===== src/rtl/minn_pkg.sv =====
// Shared definitions for the minn variable delay line.
//   minn_state_e      : delay-line sequencing state (PRIME / RUN)
//   minn_dw()         : width of a delay / fill count for a given MAX_DEPTH
//   minn_aw()         : address width of a MAX_DEPTH-entry buffer
//   minn_clamp_delay(): maps a requested delay into the legal range 1..MAX_DEPTH
// Delay and count types are built from minn_dw() inside each user, because
// their width follows the MAX_DEPTH parameter of that instance.
package minn_pkg;

  typedef enum logic {
    ST_PRIME = 1'b0,
    ST_RUN   = 1'b1
  } minn_state_e;

  function automatic int minn_dw(input int max_depth);
    return $clog2(max_depth + 1);
  endfunction

  function automatic int minn_aw(input int max_depth);
    return (max_depth > 1) ? $clog2(max_depth) : 1;
  endfunction

  function automatic int minn_clamp_delay(input int req, input int max_depth);
    if (req < 1) return 1;
    if (req > max_depth) return max_depth;
    return req;
  endfunction

endpackage


===== src/rtl/minn_sdp_ram.sv =====
// Simple dual-port RAM: one write port, one synchronous read port.
// Read is read-before-write, so reading the address being written returns
// the old word; the delay line relies on this when D equals the depth.
// No reset on the array or the read register, so it maps to block RAM.
//   clk     : clock
//   wr_en   : write strobe
//   wr_addr : write address
//   wr_data : write word
//   rd_en   : read strobe; rd_data updates only when set
//   rd_addr : read address
//   rd_data : registered read word
module minn_sdp_ram #(
  parameter int DATA_W = 32,
  parameter int DEPTH  = 64,
  parameter int AW     = 6
) (
  input  logic              clk,
  input  logic              wr_en,
  input  logic [AW-1:0]     wr_addr,
  input  logic [DATA_W-1:0] wr_data,
  input  logic              rd_en,
  input  logic [AW-1:0]     rd_addr,
  output logic [DATA_W-1:0] rd_data
);

  logic [DATA_W-1:0] mem [DEPTH];
  logic [DATA_W-1:0] rd_data_q;

  always_ff @(posedge clk) begin
    if (rd_en) rd_data_q <= mem[rd_addr];
    if (wr_en) mem[wr_addr] <= wr_data;
  end

  assign rd_data = rd_data_q;

endmodule


===== src/rtl/minn_var_delay_line.sv =====
// Variable delay line: CHANNELS signed lanes sharing one valid and one delay.
// The sample accepted on beat k is presented on accepted beat k+D. After a
// delay change or reset the first D accepted beats are priming beats, which
// output zero (valid only when ZERO_FILL = 1) and never expose buffer data.
//   clk, rst_n   : clock, synchronous active-low reset
//   in_valid     : accept in_data this cycle
//   in_data      : lane samples, lane 0 in the LSBs
//   cfg_valid    : load cfg_delay (clamped to 1..MAX_DEPTH) and re-prime
//   cfg_delay    : requested delay in accepted beats
//   out_valid    : out_data qualified (registered)
//   out_data     : delayed samples (registered)
//   cur_delay    : active delay after clamping
//   cfg_clamped  : one-cycle pulse after an out-of-range cfg_delay
//   priming      : high while in PRIME
//
// state    | meaning
// ST_PRIME | fewer than cur_delay beats accepted since reset/config
// ST_RUN   | buffer holds cur_delay valid samples; outputs carry data
module minn_var_delay_line
  import minn_pkg::*;
#(
  parameter  int WIDTH     = 16,
  parameter  int CHANNELS  = 2,
  parameter  int MAX_DEPTH = 64,
  parameter  int ZERO_FILL = 0,
  localparam int DW        = minn_dw(MAX_DEPTH),
  localparam int AW        = minn_aw(MAX_DEPTH),
  localparam int DATA_W    = CHANNELS * WIDTH
) (
  input  logic              clk,
  input  logic              rst_n,
  input  logic              in_valid,
  input  logic [DATA_W-1:0] in_data,
  input  logic              cfg_valid,
  input  logic [DW-1:0]     cfg_delay,
  output logic              out_valid,
  output logic [DATA_W-1:0] out_data,
  output logic [DW-1:0]     cur_delay,
  output logic              cfg_clamped,
  output logic              priming
);

  if (MAX_DEPTH < 1) begin : g_err_depth
    $error("minn_var_delay_line: MAX_DEPTH must be >= 1");
  end
  if (CHANNELS < 1) begin : g_err_chan
    $error("minn_var_delay_line: CHANNELS must be >= 1");
  end
  if (WIDTH < 1) begin : g_err_width
    $error("minn_var_delay_line: WIDTH must be >= 1");
  end

  typedef logic [DW-1:0] delay_t;
  typedef logic [AW-1:0] addr_t;
  localparam int SW = AW + 1;

  minn_state_e state_q, state_d;
  delay_t      cur_delay_q, cur_delay_d;
  delay_t      fill_q, fill_d;
  addr_t       wr_ptr_q, wr_ptr_d;
  logic        out_valid_q, out_valid_d;
  logic        out_run_q, out_run_d;
  logic        cfg_clamped_q, cfg_clamped_d;

  minn_state_e st_eff;
  delay_t      fill_eff;
  addr_t       rd_addr;
  logic [SW-1:0] wr_ext, dly_ext;
  logic        ram_we;
  logic [DATA_W-1:0] ram_rd_data;

  // A coincident cfg_valid is applied before the beat is classified, so that
  // beat counts as fill beat 1 of the new delay.
  always_comb begin
    state_d       = state_q;
    cur_delay_d   = cur_delay_q;
    fill_d        = fill_q;
    wr_ptr_d      = wr_ptr_q;
    out_valid_d   = 1'b0;
    out_run_d     = 1'b0;
    cfg_clamped_d = 1'b0;
    st_eff        = state_q;
    fill_eff      = fill_q;

    if (cfg_valid) begin
      cur_delay_d   = delay_t'(minn_clamp_delay(int'(cfg_delay), MAX_DEPTH));
      cfg_clamped_d = (cfg_delay == '0) || (int'(cfg_delay) > MAX_DEPTH);
      st_eff        = ST_PRIME;
      fill_eff      = '0;
    end

    state_d = st_eff;
    fill_d  = fill_eff;

    if (in_valid) begin
      wr_ptr_d = (wr_ptr_q == addr_t'(MAX_DEPTH - 1)) ? '0 : wr_ptr_q + 1'b1;
      if (st_eff == ST_RUN) begin
        out_valid_d = 1'b1;
        out_run_d   = 1'b1;
      end else begin
        fill_d      = fill_eff + 1'b1;
        out_valid_d = (ZERO_FILL != 0);
        if (fill_d >= cur_delay_d) state_d = ST_RUN;
      end
    end
  end

  // Read (wr_ptr - cur_delay) mod MAX_DEPTH; cur_delay is 1..MAX_DEPTH.
  always_comb begin
    wr_ext  = SW'(wr_ptr_q);
    dly_ext = SW'(cur_delay_q);
    if (wr_ext >= dly_ext) rd_addr = AW'(wr_ext - dly_ext);
    else                   rd_addr = AW'(wr_ext + SW'(MAX_DEPTH) - dly_ext);
  end

  assign ram_we = in_valid && rst_n;

  always_ff @(posedge clk) begin
    if (!rst_n) begin
      state_q       <= ST_PRIME;
      cur_delay_q   <= delay_t'(MAX_DEPTH);
      fill_q        <= '0;
      wr_ptr_q      <= '0;
      out_valid_q   <= 1'b0;
      out_run_q     <= 1'b0;
      cfg_clamped_q <= 1'b0;
    end else begin
      state_q       <= state_d;
      cur_delay_q   <= cur_delay_d;
      fill_q        <= fill_d;
      wr_ptr_q      <= wr_ptr_d;
      out_valid_q   <= out_valid_d;
      out_run_q     <= out_run_d;
      cfg_clamped_q <= cfg_clamped_d;
    end
  end

  minn_sdp_ram #(
    .DATA_W (DATA_W),
    .DEPTH  (MAX_DEPTH),
    .AW     (AW)
  ) u_ram (
    .clk     (clk),
    .wr_en   (ram_we),
    .wr_addr (wr_ptr_q),
    .wr_data (in_data),
    .rd_en   (ram_we),
    .rd_addr (rd_addr),
    .rd_data (ram_rd_data)
  );

  // The RAM read register is already aligned with the output beat; masking it
  // with the registered run flag keeps priming beats at zero.
  assign out_data    = out_run_q ? ram_rd_data : '0;
  assign out_valid   = out_valid_q;
  assign cur_delay   = cur_delay_q;
  assign cfg_clamped = cfg_clamped_q;
  assign priming     = (state_q == ST_PRIME);

endmodule


===== config.mk =====
export PLATFORM = sky130hd
export DESIGN_NAME = minn_var_delay_line
export DESIGN_NICKNAME = d
export VERILOG_FILES = /design/src/rtl/minn_pkg.sv /design/src/rtl/minn_sdp_ram.sv /design/src/rtl/minn_var_delay_line.sv
export SDC_FILE = /design/constraint.sdc
export NUM_CORES = 2
export LEC_CHECK = 0
export CAP_MARGIN = 0
export CORE_ASPECT_RATIO = 1.1
export CORE_MARGIN = 5
export CORE_UTILIZATION = 45
export CTS_BUF_LIST = sky130_fd_sc_hd__clkbuf_8
export CTS_CLUSTER_DIAMETER = 120
export DETAILED_ROUTE_END_ITERATION = 16
export PLACE_DENSITY = 0.59
export SYNTH_ARGS = -nofsm -noshare
export SYNTH_HDL_FRONTEND = slang
export SYNTH_SLANG_ARGS = --single-unit

===== constraint.sdc =====
create_clock -name clk -period 4.6 [get_ports clk]
set_input_delay 0.69 -clock clk [delete_from_list [all_inputs] [get_ports clk]]
set_output_delay 0.69 -clock clk [all_outputs]
set_load 0.01 [all_outputs]

Word-level counts from Yosys, hierarchy flattened

Memories as Yosys holds them, arrays and structs flattened. A register that Yosys moved wholly into a read port is not among the register bits.
Cells that the tools add are included.

Reduce and logical (&&, ||, !) cells: 5
Add/sub/neg operators: 5
Bitwise operators: 1
Magnitude comparators: 4
Muxes and demuxes: 23
Eq/ne operators: 1

Operators with widths:

| kind                  | count |
|---|---|
| $mux W7               | 7 |
| $mux W32              | 1 |
| $mux W1               | 13 |
| $add A6 B1 Y6 const B | 2 |
| $mux W6               | 2 |
| $sub A6 B6 Y6         | 2 |
| $add A7 B1 Y7 const B | 1 |
| $ge A6 B7 Y1          | 1 |
| $ge A7 B7 Y1          | 1 |
| $gt A7 B7 Y1 const B  | 1 |
| $logic_not A7 Y1      | 1 |
| $lt A7 B1 Y1 const B  | 1 |
| $eq A6 B6 Y1 const B  | 1 |
| $reduce_and A2 Y1     | 2 |
| $logic_and A1 B1 Y1   | 1 |
| $logic_or A1 B1 Y1    | 1 |
| $not A1 Y1            | 1 |

Bits in writable memories: 2048
Logic and storage cells: 46
Output and inout bits: 42
Memories kept: 1
Input port bits: 43
Register bits after elaboration: 23

Memories:

| name      | words | width | read ports | clocked after Yosys merged registers in | wr ports | RTL line           | text |
|---|---|---|---|---|---|---|---|
| u_ram.mem | 64    | 32    | 1          | 1                                       | 1        | minn_sdp_ram.sv:26 | `logic [DATA_W-1:0] mem [DEPTH];` |

Logic depth before layout (Yosys ltp)

Depth in word-level cells: 12
Depth in mapped cells: 13
Mapped depth without buffers: 11

By module

From an unflattened synthesis, not the netlist that was laid out.

Cell total of the unflattened synthesis: 3547
Area total of the unflattened synthesis: 80547.3 µm²

By module, submodules not included:

| module              | seq. area each (µm²) | area each (µm²) | cells each | times used |
|---|---|---|---|---|
| minn_sdp_ram        | 62459.9              | 78835.6         | 3324       | 1 |
| minn_var_delay_line | 460.4                | 1711.6          | 223        | 1 |

Least setup slack after synthesis

Ideal clock, no wire load.

Path kind: in2reg
Start point: in rst_n
End point: mem u_ram.mem[48][0] (enable)
Required time: 4139 ps
Arrival time: 4049 ps
Setup time: 461 ps
Buffers on the path: 0
Setup slack: 90 ps
Cell stages on the path: 5
Cell sequence: nand2_1 > clkinv_1 > nand4b_1 > or2_2 > nor3_1

Word-level cells in the longest chain between the ends: 3

Ends and longest elaborated chain:

| element                       | RTL line                   | text |
|---|---|---|
| from (decl)                   | minn_var_delay_line.sv:31  | `input logic rst_n,` |
| $logic_and A1 B1 Y1           | minn_var_delay_line.sv:116 | `assign ram_we = in_valid && rst_n;` |
| named net ram_we              | minn_var_delay_line.sv:69  | `logic ram_we;` |
| $mux W1                       | minn_sdp_ram.sv:31         | `if (wr_en) mem[wr_addr] <= wr_data;` |
| $mux W1 (implied by the code) | minn_sdp_ram.sv:31         |  |
| to (decl)                     | minn_sdp_ram.sv:26         |  |

The timed path passes the listed nets, and every way through them passes these cells.

Worst setup path in the final report

Start point: reg wr_ptr_q[0]
End point: reg u_ram.rd_data_q[31] (netlist: u_ram.rd_data[31]), read port of u_ram.mem (data pin)

Word-level cells in the longest chain between the ends: 3
Elaborated cells on any way between the ends: 5
Those cells by class: 3 x add/sub; 1 x order compare; 1 x mux

Ends and longest elaborated chain:

| element                | RTL line                   | text |
|---|---|---|
| from (decl)            | minn_var_delay_line.sv:60  | `addr_t wr_ptr_q, wr_ptr_d;` |
| from (signal assigned) | minn_var_delay_line.sv:131 | `wr_ptr_q <= wr_ptr_d;` |
| $add A6 B1 Y6          | minn_var_delay_line.sv:113 | `else rd_addr = AW'(wr_ext + SW'(MAX_DEPTH) - dly_ext);` |
| $sub A6 B6 Y6          | minn_var_delay_line.sv:113 |  |
| $mux W6 *              | minn_var_delay_line.sv:112 | `if (wr_ext >= dly_ext) rd_addr = AW'(wr_ext - dly_ext);` |
| to (decl)              | minn_sdp_ram.sv:27         | `logic [DATA_W-1:0] rd_data_q;` |

Every way passes the cells marked *; elsewhere a longest branch is shown, timed or not.
A chain may end at the register's enable or synchronous reset.

==> summary.txt <==
Status
  – Status: completed

Detailed routing
  – Wire per inst: 31.2 microns
  – DR iter-0 viols: 4604
  – Routed vias: 40329
  – Via density: 5.88
  – Antenna viol nets, final: 0
  – Total Routed Length: 214000 microns
  – Pre-antenna DRT Iters: 5
  – Drt drc: 0

STA
  – Fin Setup TNS: 0 ps
  – Crit share post-route: 87.9%
  – RSZ-0062 raised after global routing: false
  – Tmin final: 4040 ps
  – Final slew viol count: 0
  – Final setup fails: 0
  – Hold Slack: 146 ps
  – Clock skew: 61.3 ps
  – Worst rel slew slack: 21.3%
  – Fmax: 247 MHz
  – Final Hold Viols: 0
  – Tightest Pin Transition: 1180 ps

Layout
  – Commonest cells after routing, fill and taps aside: 2080 x edfxtp_1, 513 x mux4_2, 359 x clkbuf_8
  – Commonest non-fill, non-tap cell in the layout: edfxtp_1
  – Share of cells above drive strength 1: 27.7%
  – Final net count: 4285
  – Final std cells w/o fill: 6858
  – Final Instance Area: 92700 sq um
  – Area growth from synthesis to layout: 14.0%

CTS
  – Clock slew seen by the registers of the worst setup and hold paths: 60 ps
  – Worst skew pair latency: 1040 ps
  – Clock sink count: 2103
  – Clock Path Buffers: 4
  – CTS Buf Count: 349
  – H-tree lvl count: 5
  – Root Buffer: clkbuf_8
  – PostCTS Resize Cnt: 0
  – CTS tree: done
  – # hold bufs at CTS: 0
  – Setup Fix Bufs, Post-CTS: 0

Run
  – Max cap viols: 0

Synthesis
  – Yosys reg bits: 2103
  – Synth Flop Type: edfxtp_1
  – Synth cell types: 54
  – Post-synth EDFFs: 2080
  – Synth Cell Area: 81300 sq um
  – Syn Nets: 3863
  – YS warnings: 0
  – Post-synthesis sequential area ratio: 77.4%
  – Mapped Cells: 3805
  – Syn avg cell area: 21.4 sq um
  – FFs w/ async S/R, synth: 0%

Setup path
  – Crit path launch: wr_ptr_q[0]$_SDFFE_PN0P_
  – Req. time, crit path: 5330 ps
  – CP Data Arrival Time: 4770 ps
  – Reg2Reg Depth: 11
  – Crit end category: flop
  – R2r startpoint: wr_ptr_q[0]$_SDFFE_PN0P_
  – Critical setup path kind: flop to flop
  – Crit-path max FO: 102
  – Register-to-register setup slack: 560 ps
  – R2R Path End: u_ram.rd_data[31]$_DFFE_PP_
  – Startpoint Class: flop

Placement
  – Placed inst area: 86700 sq um
  – IO Port Bufs: 84
  – Cells after DPL: 6268
  – Placer Congestion: 0.829
  – Detailed placer's ending HPWL: 121000 microns

Pwr
  – Leakage Power: 29.6 nW
  – Final Total Pwr: 0.0405 W
  – Maximum VDD drop: 334 uV
  – PwrDens: 437 nW/um^2

Worst hold path
  – Worst Hold Launch: in_data[19]
  – Min-delay worst type: primary input to flop
  – WHS Path Cells: 1
  – Worst Hold Endpoint: u_ram.mem[19][19]$_DFFE_PP_

Global routing
  – Vias in the first global route: 41497
  – Initial antenna violation count: 10
  – Global route overflow: 0
  – Tot GR Track Use: 22.4%
  – Global-route wire length before repair: 305000 microns
  – Largest net degree at the start of global routing: 103

Die
  – Die width: 415 microns
  – Core area: 179000 sq um
  – FP Rows: 163
  – Die Y: 456 microns
  – Initial Util: 45.3%
  – Die ar.: 189000 sq um
  – Ports: 85
[synthesized netlist by cell type (5+ instances only)]
library cell | instances | share of area [%]
mux2i_1 | 133 | 1.6
buf_2 | 86 | 0.53
inv_1 | 10 | 0.046
dfxtp_1 | 23 | 0.57
buf_4 | 14 | 0.13
mux4_2 | 513 | 14
buf_1 | 20 | 0.092
nand3_1 | 70 | 0.43
o32ai_1 | 14 | 0.15
nand2_1 | 345 | 1.6
nor2b_1 | 12 | 0.092
edfxtp_1 | 2080 | 77
o32ai_2 | 18 | 0.36
xnor2_1 | 5 | 0.054
ha_1 | 14 | 0.22
o21ai_0 | 9 | 0.055
nor2_1 | 82 | 0.38
a32o_1 | 31 | 0.38
a21oi_1 | 104 | 0.64
and2_1 | 39 | 0.30
nor3_1 | 35 | 0.22
clkbuf_1 | 86 | 0.40
[per-layer routing]
metal | track usage (%) | share of wire (%) | up-vias
met5 | 0 | 0 | -
li1 | - | - | 16624
met1 | 31.6 | 41 | 21700
met3 | 4.29 | 7.3 | 318
met2 | 35.6 | 48 | 1687
met4 | 7.81 | 3.2 | 0
[state kept, by name, summed over array words and instances (netlist names)]
| signal | flops |
|---|---|
| state_q | 1 |
| out_run_q | 1 |
| u_ram.rd_data | 32 |
| cfg_clamped | 1 |
| u_ram.mem | 2048 |
| cur_delay | 7 |
| fill_q | 7 |
| wr_ptr_q | 6 |
[logic make-up after synthesis]
group,after synthesis,synth area share (%)
xor+xnor,10,0.140
simple gates,605,3.20
mux,646,15.9
fa+ha+maj,15,0.240
compound gates,206,1.91
buf+inv,220,1.24
flops,2103,77.4
[how the worst max path moves through the flow]
stage                                       end  slack [ps]  depth (start not counted)
CTS                 u_ram.rd_data[31]$_DFFE_PP_         520                         11
global route        u_ram.rd_data[31]$_DFFE_PP_         440                         11
global placement    u_ram.rd_data[31]$_DFFE_PP_         520                         11
detailed placement  u_ram.rd_data[31]$_DFFE_PP_         530                         11
finish              u_ram.rd_data[31]$_DFFE_PP_         560                         11
floorplan            u_ram.mem[48][0]$_DFFE_PP_          90                          5
[report_power, final]
| part | switching, W | internal [W] |
|---|---|---|
| clock network | 0.00714 | 0.00750 |
| registers | 0.0000897 | 0.0212 |
| logic | 0.00281 | 0.00176 |
| total | 0.0100 | 0.0304 |
[final cells by class]
cell class                 count  area (sq um)
clock inverter               227          1060
sequential                  2103         62900
inverter                      11          41.3
antenna                        4          10.0
fill                       14319         86800
tap                         2392          2990
clock buffer                 359          4940
multi-input combinational   1482         17900
timing repair buffer         280          2800
[worst max-delay path, cell delays in order (launching register included)]
cell     delay (ps)
dfxtp_1         310
inv_1           160
ha_4            160
inv_1            40
fa_4            800
buf_12          190
buf_12          500
mux4_2          410
nand2_1          80
nand3_1         180
a21oi_1         720
nor3_1           90
[per-stage QoR]
| stage | utilization, % | setup slack, ps |
|---|---|---|
| final | 51.6 | 559 |
| after global routing | 51.6 | 437 |
| after CTS | 51.6 | 516 |
| after detailed placement | 48.3 | 533 |
| after global placement | 48.3 | 519 |
| after floorplan | - | 90.2 |
Power figures use the tool's default switching activity.
